### src/rtl/col_output_packer.sv
// col_output_packer
// Collects per-lane systolic column results into rows, queues complete rows
// in a small FIFO and streams each row out as BEATS words of OW bits.
//
// Ports:
//   clk, rstn         clock, asynchronous active-low reset
//   in_r[NLANES]      per-lane result data
//   in_v[NLANES]      per-lane result valid
//   flush             commit the partially captured row (missing lanes = 0)
//   rread             consumer accepts the current beat
//   clr_ovf           clears the sticky overflow flag
//   out_r             current output beat (0 when nothing is valid)
//   rvalid            out_r holds a valid beat
//   last              current beat is the final beat of its row
//   level             number of complete rows held in the FIFO
//   ovf               sticky overflow / dropped-result indicator
module col_output_packer #(
  parameter int unsigned NLANES = 8,
  parameter int unsigned DW     = 8,
  parameter int unsigned OW     = 32,
  parameter int unsigned DEPTH  = 4
) (
  input  logic                         clk,
  input  logic                         rstn,
  input  logic [DW-1:0]                in_r [NLANES],
  input  logic                         in_v [NLANES],
  input  logic                         flush,
  input  logic                         rread,
  input  logic                         clr_ovf,
  output logic [OW-1:0]                out_r,
  output logic                         rvalid,
  output logic                         last,
  output logic [$clog2(DEPTH+1)-1:0]   level,
  output logic                         ovf
);

  localparam int unsigned ROW_W  = NLANES * DW;
  localparam int unsigned BEATS  = ROW_W / OW;
  localparam int unsigned PTR_W  = $clog2(DEPTH);
  localparam int unsigned LVL_W  = $clog2(DEPTH + 1);
  localparam int unsigned BEAT_W = (BEATS > 1) ? $clog2(BEATS) : 1;

  // Row capture state
  logic [NLANES-1:0] cap_q, cap_d;
  logic [DW-1:0]     hold_q [NLANES];
  logic [DW-1:0]     hold_d [NLANES];
  logic              flush_pend_q, flush_pend_d;
  logic              ovf_q, ovf_d;

  // Row FIFO and drain state
  logic [ROW_W-1:0]  mem_q [DEPTH];
  logic [PTR_W-1:0]  wr_ptr_q, wr_ptr_d;
  logic [PTR_W-1:0]  rd_ptr_q, rd_ptr_d;
  logic [LVL_W-1:0]  level_q, level_d;
  logic [BEAT_W-1:0] beat_q, beat_d;

  logic              rvalid_c;
  logic              last_beat_c;
  logic              xfer_c;
  logic              pop_final_c;
  logic              full_c;
  logic              row_ready_c;
  logic              commit_c;
  logic              drop_c;
  logic [ROW_W-1:0]  row_wdata_c;
  logic [ROW_W-1:0]  head_row_c;
  logic [OW-1:0]     out_c;

  // Drain handshake and commit decision
  always_comb begin
    rvalid_c    = (level_q != '0);
    last_beat_c = (beat_q == BEAT_W'(BEATS - 1));
    xfer_c      = rvalid_c && rread;
    pop_final_c = xfer_c && last_beat_c;
    full_c      = (level_q == LVL_W'(DEPTH));
    row_ready_c = (&cap_q) || (flush_pend_q && (|cap_q));
    // A final-beat pop in the same cycle frees the slot the commit needs.
    commit_c    = row_ready_c && (!full_c || pop_final_c);
  end

  // Lane capture, drop detection and row assembly
  always_comb begin
    cap_d       = commit_c ? '0 : cap_q;
    drop_c      = 1'b0;
    row_wdata_c = '0;
    for (int i = 0; i < int'(NLANES); i++) begin
      hold_d[i] = hold_q[i];
      // hold is not cleared on commit, so stale lanes are masked by cap.
      row_wdata_c[i*DW +: DW] = cap_q[i] ? hold_q[i] : '0;
      if (in_v[i]) begin
        if (commit_c || !cap_q[i]) begin
          hold_d[i] = in_r[i];
          cap_d[i]  = 1'b1;
        end else begin
          drop_c = 1'b1;
        end
      end
    end
  end

  // Flush pending, overflow, pointers, level and beat index
  always_comb begin
    flush_pend_d = flush_pend_q;
    ovf_d        = ovf_q;
    wr_ptr_d     = wr_ptr_q;
    rd_ptr_d     = rd_ptr_q;
    level_d      = level_q;
    beat_d       = beat_q;

    // A flush only sticks if something will be in the row after this edge.
    if (flush) begin
      flush_pend_d = |cap_d;
    end else if (commit_c) begin
      flush_pend_d = 1'b0;
    end

    if (drop_c) begin
      ovf_d = 1'b1;
    end else if (clr_ovf) begin
      ovf_d = 1'b0;
    end

    if (commit_c) begin
      wr_ptr_d = (wr_ptr_q == PTR_W'(DEPTH - 1)) ? '0 : wr_ptr_q + PTR_W'(1);
    end
    if (pop_final_c) begin
      rd_ptr_d = (rd_ptr_q == PTR_W'(DEPTH - 1)) ? '0 : rd_ptr_q + PTR_W'(1);
    end

    case ({commit_c, pop_final_c})
      2'b10:   level_d = level_q + LVL_W'(1);
      2'b01:   level_d = level_q - LVL_W'(1);
      default: level_d = level_q;
    endcase

    if (xfer_c) begin
      beat_d = last_beat_c ? '0 : beat_q + BEAT_W'(1);
    end
  end

  // State registers
  always_ff @(posedge clk or negedge rstn) begin
    if (!rstn) begin
      cap_q        <= '0;
      flush_pend_q <= 1'b0;
      ovf_q        <= 1'b0;
      wr_ptr_q     <= '0;
      rd_ptr_q     <= '0;
      level_q      <= '0;
      beat_q       <= '0;
      for (int i = 0; i < int'(NLANES); i++) begin
        hold_q[i] <= '0;
      end
    end else begin
      cap_q        <= cap_d;
      flush_pend_q <= flush_pend_d;
      ovf_q        <= ovf_d;
      wr_ptr_q     <= wr_ptr_d;
      rd_ptr_q     <= rd_ptr_d;
      level_q      <= level_d;
      beat_q       <= beat_d;
      for (int i = 0; i < int'(NLANES); i++) begin
        hold_q[i] <= hold_d[i];
      end
    end
  end

  // Row storage; contents are only meaningful below level, so no reset needed
  always_ff @(posedge clk) begin
    if (commit_c) begin
      mem_q[wr_ptr_q] <= row_wdata_c;
    end
  end

  // Beat selection from the head row, zero when idle
  always_comb begin
    head_row_c = mem_q[rd_ptr_q];
    out_c      = '0;
    if (rvalid_c) begin
      for (int b = 0; b < int'(BEATS); b++) begin
        if (beat_q == BEAT_W'(b)) begin
          out_c = head_row_c[b*OW +: OW];
        end
      end
    end
  end

  assign out_r  = out_c;
  assign rvalid = rvalid_c;
  assign last   = rvalid_c && last_beat_c;
  assign level  = level_q;
  assign ovf    = ovf_q;

endmodule

### config.mk
export PLATFORM = sky130hd
export DESIGN_NAME = col_output_packer
export DESIGN_NICKNAME = d
export VERILOG_FILES = /design/src/rtl/col_output_packer.sv
export SDC_FILE = /design/constraint.sdc
export NUM_CORES = 1
export LEC_CHECK = 0
export BUFFER_PORTS_ARGS = -buffer_cell sky130_fd_sc_hd__buf_2
export CORE_MARGIN = 2
export CORE_UTILIZATION = 40
export CTS_BUF_LIST = sky130_fd_sc_hd__clkbuf_2
export CTS_CLUSTER_SIZE = 40
export DETAILED_ROUTE_END_ITERATION = 10
export HOLD_SLACK_MARGIN = 0.02
export PLACE_DENSITY = 0.62
export SLEW_MARGIN = 15
export SYNTH_ARGS = -nofsm -noshare
export SYNTH_HDL_FRONTEND = slang
export SYNTH_SLANG_ARGS = --single-unit
### constraint.sdc
create_clock -name clk -period 3.8 [get_ports clk]
set_input_delay 0.19 -clock clk [delete_from_list [all_inputs] [get_ports clk]]
set_output_delay 0.19 -clock clk [all_outputs]
set_load 0.05 [all_outputs]
# Word-level counts from Yosys, hierarchy flattened

Memory sizes are Yosys's and may differ from the RTL's.
Index checks and enable logic that the tools add are counted.
W data, S select, Z words.

$add $sub $neg: 5
Multipliers: 0
Div/mod/pow operators: 0
$lt $le $gt $ge: 0
Equality and inequality tests: 5
Shifts and indexed selects: 0
Muxes and demuxes: 53
Bitwise operators: 0
Reductions and logical operators: 39

Operators by type and width:

| operator              | count |
|---|---|
| $mux W8               | 9 |
| $mux W32              | 2 |
| $mux W1               | 39 |
| $reduce_and A2 Y1     | 8 |
| $reduce_or A8 Y1      | 2 |
| $logic_or A1 B1 Y1    | 10 |
| $logic_not A1 Y1      | 9 |
| $reduce_and A8 Y1     | 1 |
| $eq A2 B2 Y1 const B  | 3 |
| $pmux W3 S2           | 1 |
| $reduce_bool A2 Y1    | 3 |
| $logic_and A1 B1 Y1   | 5 |
| $add A2 B1 Y2 const B | 2 |
| $mux W2               | 2 |
| $add A3 B1 Y3 const B | 1 |
| $eq A3 B3 Y1 const B  | 1 |
| $reduce_bool A3 Y1    | 1 |
| $sub A3 B1 Y3 const B | 1 |
| $eq A2 B1 Y1 const B  | 1 |
| $add A1 B1 Y1 const B | 1 |

Flip-flop bits (word level): 82
Latch bits: 0
Memory bits (writable): 256
Memory bits (read-only): 0
Input bits: 77
Memories kept: 1

Memory list:

| memory | words | bits a word | rd ports | clocked after memory_dff | write ports | line | RTL |
|---|---|---|---|---|---|---|---|
| mem_q  | 4     | 64          | 1        | 0                        | 1           | 51   | `logic [ROW_W-1:0] mem_q [DEPTH];` |

# Depth between registers and ports, before layout

Gate-level depths: netlist of run 1.

Depth in word-level cells: 23
Mapped depth: 9
Mapped depth without buffers: 9

# Worst setup path after synthesis of run 1

No wires, ideal clock.

Path kind: register to register
Start: reg level_q[1] (netlist: level[1])
End: mem mem_q[3][0] in the netlist's numbering (enable)
Setup time: 0.429 ns
Arrival time: 2.880 ns
Required time: 3.371 ns
Path slack: 0.491 ns
Cell stages (with the launch flop): 7
Buffers on the path: 2
Period minus slack after synthesis: 3.309 ns
Cells stage by stage: dfrtp_1 -> inv_1 -> nand4_1 -> o21a_1 -> buf_6 -> buf_6 -> and2_1

Cells in the longest elaborated chain, start to end: 7
Elaborated cells on any way between the ends: 9
Those cells by class: 1 x eq/ne; 2 x mux; 6 x reduce/logical

Ends and longest elaborated chain:

| item                              | line | RTL |
|---|---|---|
| start, declared                   | 54   | `logic [LVL_W-1:0] level_q, level_d;` |
| start signal, assigned            | 160  | `level_q <= level_d;` |
| $reduce_bool A3 Y1                | 71   | `rvalid_c = (level_q != '0);` |
| $logic_and A1 B1 Y1               | 73   | `xfer_c = rvalid_c && rread;` |
| $logic_and A1 B1 Y1               | 74   | `pop_final_c = xfer_c && last_beat_c;` |
| $logic_or A1 B1 Y1 (*)            | 78   | `commit_c = row_ready_c && (!full_c \|\| pop_final_c);` |
| $logic_and A1 B1 Y1 (*)           | 78   |  |
| $mux W1 (*)                       | 170  | `if (commit_c) begin` |
| $mux W1 (implied by the code) (*) | 171  | `mem_q[wr_ptr_q] <= row_wdata_c;` |
| end, declared                     | 51   |  |

Every way passes the cells marked *; elsewhere a longest branch is shown, timed or not.

# Final worst setup path of run 1

Start: reg cap_q[0]
End: reg hold_q[6] in the netlist's numbering

Cells in the longest elaborated chain, start to end: 6
Elaborated cells on any way between the ends: 7
Those cells by class: 7 x reduce/logical

Ends and longest elaborated chain:

| item                            | line | RTL |
|---|---|---|
| start, declared                 | 44   | `logic [NLANES-1:0] cap_q, cap_d;` |
| start signal, assigned          | 155  | `cap_q <= cap_d;` |
| $reduce_or A8 Y1                | 76   | `row_ready_c = (&cap_q) \|\| (flush_pend_q && (\|cap_q));` |
| $logic_and A1 B1 Y1             | 76   |  |
| $logic_or A1 B1 Y1 (*)          | 76   |  |
| $logic_and A1 B1 Y1 (*)         | 78   |  |
| $logic_or A1 B1 Y1 (*)          | 91   | `if (commit_c \|\| !cap_q[i]) begin` |
| $reduce_and A2 Y1 (no line) (*) | -    |  |
| end signal, assigned by index   | 163  | `hold_q[i] <= hold_d[i];` |
| end, declared                   | 45   | `logic [DW-1:0] hold_q [NLANES];` |

Marks and branches as above.
A chain may end at the register's enable or synchronous reset.

==> results of run 1 <==
## worst max-delay path, cell delays in order, from the launching register on
cell	delay, ps
dfrtp_1	560
nor4_1	430
a21boi_1	170
o21a_1	380
buf_4	250
o21ai_2	450
mux2_2	390
dlygate4sd3_1	550
## registers in the layout, indices dropped and copies added, names as in the netlist
name,count
mem_q,256
hold_q,64
cap_q,8
level,3
rd_ptr_q,2
wr_ptr_q,2
beat_q,1
flush_pend_q,1
ovf,1
## worst max-delay path by stage
stage / to / slack, ps / depth (start not counted)
3_5_place_dp: mem_q[2][43]$_DFFE_PP_ / 940 / 5
5_1_grt: hold_q[7]$_DFFE_PN0P_ / 300 / 7
4_1_cts: hold_q[7]$_DFFE_PN0P_ / 460 / 7
3_3_place_gp: mem_q[2][43]$_DFFE_PP_ / 1000 / 5
2_1_floorplan: mem_q[3][0]$_DFFE_PP_ / 490 / 6
6_report: hold_q[6]$_DFFE_PN0P_ / 460 / 7
## power groups by stage
| stage | combinational (W) | sequential [W] | clock [W] |
|---|---|---|---|
| global route | 0.00623 | 0.00605 | 0.00277 |
| floorplan | 0.00411 | 0.00587 | 0 |
| detailed placement | 0.00555 | 0.00603 | 0 |
| CTS | 0.00590 | 0.00595 | 0.00258 |
| finish | 0.00579 | 0.00593 | 0.00248 |
| global placement | 0.00550 | 0.00600 | 0 |
## metal layers
| metal | up-vias | global-route usage | share of wire |
|---|---|---|---|
| met5 | - | 0 | 0 |
| met4 | 0 | 0.0581 | 0.020 |
| met3 | 39 | 0.0396 | 0.046 |
| met2 | 206 | 0.292 | 0.50 |
| met1 | 3779 | 0.217 | 0.43 |
| li1 | 3481 | - | - |
## placed cells by master, fill, tap and decap left out, drive strengths merged
master	synthesis	layout
a21boi	2	2
a21o	9	9
a21oi	1	1
a22oi	4	4
a31o	1	1
and2	69	69
buf	12	132
bufinv	0	2
clkbuf	20	129
clkinv	0	25
clkinvlp	0	2
dfrtp	82	82
diode	0	2
dlygate4sd3	0	142
edfxtp	256	256
fa	1	1
ha	5	5
inv	15	17
mux2	65	65
mux2i	34	34
mux4	64	64
nand2	7	7
nand3	1	1
nand4	4	4
nor2	33	33
nor3	2	2
nor4	5	5
o21a	1	1
o21ai	13	13
or3	2	2
xnor2	2	2
xor2	1	1
## cell type report
class                   instances  share of cell area
diodes                          2            0.000295
clock buffers                 129              0.0380
clock inverters                31              0.0107
inverters                      15             0.00331
multi-input cells             326               0.209
flip-flops and latches        338               0.574
well taps                     448              0.0330
repair buffers                274               0.132
## per-stage QoR
stage                     cells  setup slack [ps]  cell area [µm²]
after detailed placement   1258               940            14700
after floorplan             711               491            13500
after CTS                  1561               459            17000
after global routing       1563               297            17000
final                      1563               463            17000
after global placement     1258              1000            14700
## synthesized netlist by cell type, types with 4 or more instances
cell      instances  area share
and2_1           69       0.032
dfrtp_1          82        0.15
nand2_1           7      0.0020
a21o_1            9      0.0050
nor4_1            5      0.0023
nand4_1           4      0.0019
mux4_2           64        0.11
o21ai_0           5      0.0019
buf_1             5      0.0014
nor2_1           33      0.0092
o21ai_2           7      0.0046
ha_1              5      0.0046
mux2i_1          34       0.025
inv_1            15      0.0042
edfxtp_1        256        0.57
mux2_2           65       0.054
clkbuf_1         20      0.0056
a22oi_1           4      0.0022
buf_2             5      0.0019
## cells by family (layout without fill, tap and decap cells)
logic type | after synthesis | count (layout) | synth area share
AOI/OAI and AO/OA | 31 | 31 | 0.0176
buffers and inverters | 47 | 449 | 0.0147
and+or+nand+nor | 123 | 123 | 0.0498
other | 0 | 2 | 0
adders and majority gates | 6 | 6 | 0.00613
DFF | 338 | 338 | 0.723
xor gates and xnor gates | 3 | 3 | 0.00195
muxes | 163 | 163 | 0.187
==> results.tsv, run 1 <==
stage	metric	value	unit
synth	synth_cells	711	
global_routing	grt.total_usage	0.171	
critical_path	startpoint	cap_q[0]$_DFF_PN0_	
timing	relSlewSlack	0.547	
global_routing	grt_start_max_net_pins	54	
timing	post-route-period-util	0.878	
critical_path	crit_path_max_fanout	13	
clock_tree	cts_setup_buffers	0	
critical_path	rr_endpoint	hold_q[6]$_DFFE_PN0P_	
clock_tree	clkTransAtPathRegs	110	ps
route	ant_nets	0	
min_path	hp-class	input port to flip-flop	
pwr	power_frac_clock	0.175	
timing	whs	134	ps
finish	register_area	9750	µm²
place	place.gp.congestion	0.755	
critical_path	r2r-start	cap_q[0]$_DFF_PN0_	
timing	slew_violations	0	
route	wirelength	29300	µm
global_routing	grt_pass1_wl	45400	µm
synth	yosys_warnings	0	
clock_tree	ctsResizeCount	0	
critical_path	r2r_cells	7	
timing	setup_viol	0	
finish	syn_to_final_growth	26.1	%
floorplan	core-area	33400	µm²
clock_tree	clkLatencyLatePin	880	ps
route	via_count	7505	
clock_tree	htreeDepth	3	
synth	synth_edf_count	256	
floorplan	io-pin-count	115	
timing	max_freq	300	MHz
critical_path	ff2ff_setup_slack	460	ps
global_routing	grt_pass1_vias	8165	
floorplan	die_h	187	µm
pwr	seqPwrFrac	0.417	
pwr	pwr-share-comb	0.408	
floorplan	dieArea	35200	µm²
clock_tree	ctsHoldBuffers	143	
synth	syn_area_per_cell	18.9	µm²
finish	nets	1124	
finish	multiInputGateArea	3540	µm²
pwr	switching_share	0.384	
route	drtPass1Iterations	5	
finish	fillers	2941	
pwr	total_power	0.0142	W
run	cap_violations	0	
global_routing	antenna_found_initial	2	
synth	seq_area_frac_synth	0.723	
synth	synthArstFlopShare	0.243	
critical_path	arrival	4060	ps
place	dp_hpwl	17700	µm
pwr	p_per_area	836	nW/µm²
clock_tree	clkSinkCount	338	
timing	rsz0062_at_grt	false	
min_path	hold_start	in_r[53]	
synth	ys.flop_type	edfxtp_1	
critical_path	crit_required	4520	ps
timing	fin_tns_setup	0	ps
synth	syn_nets	794	
pwr	ir_drop	0.000382	V
synth	netlist_area	13500	µm²
floorplan	die_width	187	µm
finish	drive_above_1_share	0.375	
synth	yosys_register_bits	338	
finish	fin_util	0.509	
clock_tree	clock_path_buffers	3	
min_path	whs_path_depth	3	
pwr	internal_power	0.00875	W
timing	period_minus_slack	3340	ps
critical_path	end_kind	flip-flop	
pwr	p_switching	0.00545	W
run_status	status	finished clean	
route	post-route-drc-count	0	
route	vias_per_cell	4.80	
clock_tree	cts_inserted_buffers	86	
clock_tree	root_buffer	clkbuf_2	
min_path	min_to	hold_q[53]$_DFFE_PN0P_	
critical_path	criticalPathCategory	flip-flop to flip-flop	
timing	hold_violations	0	
place	io_buffers	114	
timing	fin_skew	63.9	ps
timing	worstMarginPinSlew	672	ps
floorplan	rows	67	
floorplan	initial_core_util	0.404	
route	first_iter_violations	336	
clock_tree	cts_tree	yes	
pwr	cellLeakagePower	6.54	nW
route	wl_per_cell	18.7	µm
global_routing	grt.overflow.total	0	
critical_path	start_kind	flip-flop	
synth	ys_types	32	
Note: power is estimated with default switching activity, not from simulation.
==> inputs of run 2 (changes only) <==
==> constraint.sdc (replaced) <==
create_clock -name clk -period 3.41 [get_ports clk]
set_input_delay 0.1705 -clock clk [delete_from_list [all_inputs] [get_ports clk]]
set_output_delay 0.1705 -clock clk [all_outputs]
set_load 0.05 [all_outputs]
==> results.tsv, run 2 (same netlist as run 1, synthesis figures left out) <==
stage	metric	value	unit
pwr	ir_drop	0.000473	V
timing	fin_tns_setup	0	ps
critical_path	end_kind	flip-flop	
global_routing	antenna_found_initial	4	
clock_tree	cts_inserted_buffers	83	
floorplan	dieArea	35200	µm²
min_path	hold_start	in_r[22]	
timing	relSlewSlack	0.566	
global_routing	grt_pass1_vias	8466	
timing	setup_viol	0	
run_status	status	finished clean	
place	place.gp.congestion	0.760	
critical_path	ff2ff_setup_slack	220	ps
timing	rsz0062_at_grt	false	
critical_path	r2r-start	cap_q[4]$_DFF_PN0_	
place	dpl_cell_area	14800	µm²
min_path	min_to	hold_q[22]$_DFFE_PN0P_	
finish	reg.largest.list	mem_q x256, hold_q x64, cap_q x8	
min_path	hp-class	input port to flip-flop	
floorplan	core-area	33400	µm²
critical_path	crit_path_max_fanout	14	
timing	fin_skew	38.8	ps
global_routing	grt_start_max_net_pins	64	
critical_path	arrival	3880	ps
clock_tree	clkTransAtPathRegs	100	ps
finish	largest_reg_flops	256	
critical_path	start_kind	flip-flop	
min_path	whs_path_depth	3	
global_routing	grt.overflow.total	0	
critical_path	r2r_cells	7	
finish	final_common_cell	edfxtp_1	
clock_tree	cts_tree	yes	
critical_path	startpoint	cap_q[4]$_DFF_PN0_	
finish	nets	1143	
place	dp_hpwl	17400	µm
timing	hold_violations	0	
pwr	cellLeakagePower	6.64	nW
critical_path	criticalPathCategory	flip-flop to flip-flop	
clock_tree	htreeDepth	3	
critical_path	crit_required	4100	ps
finish	regMostFlops	mem_q	
critical_path	critical-path-max-stage-delay	570	ps
finish	final_area	17200	µm²
pwr	total_power	0.0160	W
critical_path	cp_num_buf_inv	2	
clock_tree	clkSinkCount	338	
route	via_count	7645	
clock_tree	clock_path_buffers	3	
finish	fillers	2906	
run	cap_violations	0	
finish	final_cell_mix	edfxtp_1, dlygate4sd3_1, clkbuf_2	
critical_path	crit_chain	nor4_1 > a21boi_1 > o21a_1 > buf_4 > o21ai_2 > mux2_2 > dlygate4sd3_1	
timing	period_minus_slack	3190	ps
timing	max_freq	313	MHz
route	ant_nets	0	
clock_tree	clkLatencyLatePin	820	ps
place	io_buffers	114	
route	wl_per_cell	18.6	µm
finish	syn_to_final_growth	27.5	%
pwr	p_per_area	934	nW/µm²
global_routing	grt.total_usage	0.173	
floorplan	io-pin-count	115	
route	vias_per_cell	4.83	
finish	drive_above_1_share	0.375	
timing	worstMarginPinSlew	651	ps
clock_tree	root_buffer	clkbuf_2	
floorplan	rows	67	
global_routing	grt_pass1_wl	46300	µm
floorplan	initial_core_util	0.404	
timing	slew_violations	0	
critical_path	cp_slowest_cell	dlygate4sd3_1	
route	drtPass1Iterations	5	
floorplan	die_h	187	µm
route	first_iter_violations	491	
route	wirelength	29500	µm
critical_path	rr_endpoint	hold_q[21]$_DFFE_PN0P_	
floorplan	die_width	187	µm
timing	post-route-period-util	0.937	
route	post-route-drc-count	0	
critical_path	crit_family	compound AO/OA/AOI/OAI gates	
==> run 2: cell types whose count changed in the layout (fill, tap and decap cells not counted), sizes merged <==
cell and delta:
diode +2, inv -2, dlygate4sd3 +11, clkinv -3, bufinv +2, buf +11
clkinvlp -2
==> run 2: where the power goes <==
| group | internal [W] | switching, W | total, W | leakage, nW |
|---|---|---|---|---|
| combinational | 0.00255 | 0.00404 | 0.00659 | 2.66 |
| sequential | 0.00609 | 0.000493 | 0.00658 | 3.35 |
| clock | 0.00130 | 0.00156 | 0.00286 | 0.632 |
| total | 0.00994 | 0.00609 | 0.0160 | 6.64 |
==> run 2: worst reg2reg max path, stage by stage, from the launching register on <==
cell           delay [ps]
dfrtp_1               400
nor4_1                380
a21boi_1              170
o21a_1                420
buf_4                 270
o21ai_2               460
mux2_2                410
dlygate4sd3_1         570
==> run 2: metal layers <==
metal | part of all wire | vias to the layer above | GRT usage
met1 | 0.42 | 3864 | 0.214
met2 | 0.51 | 206 | 0.297
li1 | - | 3523 | -
met4 | 0.026 | 0 | 0.0675
met3 | 0.049 | 52 | 0.0407
met5 | 0 | - | 0
==> run 2: how the worst max path moves through the flow <==
stage	endpoint	depth (start not counted)
floorplan	mem_q[3][0]$_DFFE_PP_	6
global placement	hold_q[19]$_DFFE_PN0P_	6
detailed placement	hold_q[22]$_DFFE_PN0P_	6
CTS	out_r[2]	5
global route	hold_q[21]$_DFFE_PN0P_	7
finish	hold_q[21]$_DFFE_PN0P_	7
==> run 2: final cells by class <==
| cell class | instances | area [µm²] | share of cell area |
|---|---|---|---|
| Clock buffer | 129 | 646 | 0.0376 |
| Tap cell | 448 | 561 | 0.0326 |
| Multi-Input combinational cell | 326 | 3540 | 0.206 |
| Inverter | 15 | 56.3 | 0.00328 |
| Timing Repair Buffer | 296 | 2400 | 0.140 |
| Sequential cell | 338 | 9750 | 0.568 |
| Clock inverter | 26 | 205 | 0.0120 |
| Antenna cell | 4 | 10.0 | 0.000583 |
==> run 2: repair_timing <==
item | in CTS | in global routing
hold buffers | 154 | 0
gates resized for setup | 0 | 0
setup buffers | 0 | 0
hold endpoints to repair | 143 | 0
==> run 2: per-stage QoR <==
stage,std cells,worst slack (ps),hold slack (ps),utilization
2_1_floorplan,711,101,-125,-
3_5_place_dp,1269,765,361,0.442
5_1_grt,1581,21.7,78.4,0.515
4_1_cts,1578,140,80.1,0.514
6_report,1582,216,168,0.515
3_3_place_gp,1269,813,365,0.442
==> inputs of run 3 (changes only) <==
--- a/config.mk
+++ b/config.mk
@@ -9,10 +9,12 @@
 export CORE_MARGIN = 2
 export CORE_UTILIZATION = 40
 export CTS_BUF_LIST = sky130_fd_sc_hd__clkbuf_2
-export CTS_CLUSTER_SIZE = 40
+export CTS_CLUSTER_SIZE = 30
 export DETAILED_ROUTE_END_ITERATION = 10
+export GPL_TIMING_DRIVEN = 0
 export HOLD_SLACK_MARGIN = 0.02
 export PLACE_DENSITY = 0.62
+export SKIP_LAST_GASP = 1
 export SLEW_MARGIN = 15
 export SYNTH_ARGS = -nofsm -noshare
 export SYNTH_HDL_FRONTEND = slang
==> results.tsv, run 3 (same netlist as run 1, synthesis figures left out) <==
stage	metric	value	unit
critical_path	arrival	3020	ps
pwr	pwr-share-comb	0.414	
route	first_iter_violations	466	
timing	max_freq	314	MHz
floorplan	die_h	187	µm
critical_path	crit_family	buffers and inverters	
route	vias_per_cell	4.83	
floorplan	dieArea	35200	µm²
pwr	switching_share	0.387	
timing	rsz0062_at_grt	true	
pwr	p_per_area	935	nW/µm²
route	via_count	7550	
place	dpl_cell_area	14700	µm²
pwr	power_frac_clock	0.176	
clock_tree	htreeDepth	3	
finish	final_common_cell	edfxtp_1	
finish	regMostFlops	mem_q	
min_path	hp-class	input port to flip-flop	
critical_path	crit_chain	clkbuf_1 > buf_1 > mux2i_1 > nor2_1 > buf_2	
clock_tree	clock_path_buffers	3	
timing	worstMarginPinSlew	933	ps
critical_path	crit_required	3240	ps
timing	period_minus_slack	3190	ps
finish	syn_to_final_growth	25.0	%
critical_path	end_kind	output pin	
critical_path	criticalPathCategory	flip-flop to output pin	
run_status	status	finished clean	
pwr	seqPwrFrac	0.410	
finish	final_cell_mix	edfxtp_1, clkbuf_2, dlygate4sd3_1	
place	place.gp.congestion	0.747	
finish	final_area	16800	µm²
clock_tree	clkLatencyLatePin	870	ps
pwr	cellLeakagePower	6.50	nW
clock_tree	cts_inserted_buffers	86	
clock_tree	cts_tree	yes	
route	wirelength	29100	µm
global_routing	grt_pass1_vias	8170	
critical_path	cp_slowest_cell	buf_1	
global_routing	antenna_found_initial	2	
route	wl_per_cell	18.6	µm
timing	slew_violations	0	
finish	largest_reg_flops	256	
timing	relSlewSlack	0.378	
finish	reg.largest.list	mem_q x256, hold_q x64, cap_q x8	
critical_path	crit_path_max_fanout	10	
finish	drive_above_1_share	0.379	
place	io_buffers	114	
pwr	internal_power	0.00965	W
finish	nets	1124	
floorplan	die_width	187	µm
timing	whs	109	ps
global_routing	grt.total_usage	0.172	
clock_tree	cts_setup_buffers	0	
critical_path	start_kind	flip-flop	
critical_path	critical-path-max-stage-delay	720	ps
pwr	ir_drop	0.000484	V
floorplan	core-area	33400	µm²
clock_tree	clkSinkCount	338	
floorplan	initial_core_util	0.404	
global_routing	grt_start_max_net_pins	69	
run	cap_violations	0	
global_routing	grt_pass1_wl	45700	µm
timing	fin_skew	86.5	ps
route	ant_nets	0	
clock_tree	clkTransAtPathRegs	100	ps
floorplan	rows	67	
clock_tree	root_buffer	clkbuf_2	
route	drtPass1Iterations	5	
place	dp_hpwl	18200	µm
critical_path	cp_num_buf_inv	3	
route	post-route-drc-count	0	
timing	post-route-period-util	0.935	
global_routing	grt.overflow.total	0	
floorplan	io-pin-count	115	
pwr	p_switching	0.00608	W
timing	hold_violations	0	
timing	setup_viol	0	
[run 3: metrics by stage]
step                      worst slack [ps]  setup TNS [ps]   util  instances  power [W]
final                                  222               0  0.505       1562     0.0157
after global routing                -0.835           -1.39  0.504       1560     0.0167
after CTS                            -84.2            -347  0.504       1559     0.0160
after detailed placement               703               0  0.442       1278     0.0130
after global placement               -1320         -325620  0.438       1273     0.0128
after floorplan                        101               0      -        711     0.0111
[run 3: layout make-up]
class                      instances  area (µm²)
fill                            2971       16500
timing repair buffer             242        1940
buffer                            32         174
multi-input combinational        326        3540
antenna                            3        7.51
clock inverter                    21         134
inverter                          15        56.3
sequential                       338        9740
tap                              448         561
clock buffer                     137         686
[run 3: routing by layer]
layer / global-route usage / routed length [µm] / up-vias / part of all wire
met4: 0.0521 / 388 / 0 / 0.013
li1: - / - / 3484 / -
met2: 0.296 / 15000 / 188 / 0.51
met1: 0.219 / 12100 / 3842 / 0.42
met5: 0 / 0 / - / 0
met3: 0.0400 / 1620 / 36 / 0.056
[run 3: worst register-to-register path, stage by stage, from the launching register on]
cell,delay (ps)
dfrtp_1,420
nor4_1,410
a21boi_1,190
o21a_1,230
buf_6,150
buf_6,140
o21ai_4,380
mux2_2,390
dlygate4sd3_1,560
[run 3: worst paths after layout]
check / start / end / slack [ps] / cells after the start
min in group asynchronous: rstn / hold_q[33]$_DFFE_PN0P_ / 500 / 3
hold / removal: in_r[9] / hold_q[9]$_DFFE_PN0P_ / 110 / 3
hold reg to reg: hold_q[55]$_DFFE_PN0P_ / hold_q[55]$_DFFE_PN0P_ / 500 / 1
setup / recovery: beat_q$_DFFE_PN0N_ / out_r[27] / 220 / 5
setup reg to reg: cap_q[0]$_DFF_PN0_ / hold_q[46]$_DFFE_PN0P_ / 400 / 8
max in group asynchronous: rstn / hold_q[19]$_DFFE_PN0P_ / 2010 / 4
[run 3: power groups by stage]
stage | Sequential [W] | Combinational [W] | Clock [W]
3_5_place_dp | 0.00656 | 0.00643 | 0
5_1_grt | 0.00658 | 0.00702 | 0.00309
3_3_place_gp | 0.00662 | 0.00623 | 0
4_1_cts | 0.00647 | 0.00666 | 0.00287
2_1_floorplan | 0.00654 | 0.00458 | 0
6_report | 0.00646 | 0.00652 | 0.00276
[run 3: repair_timing]
item	in CTS	in global routing
hold buffers	123	0
gates resized for setup	11	4
setup endpoints to repair	32	15
endpoints found under the hold margin	163	0
pin swaps	0	0
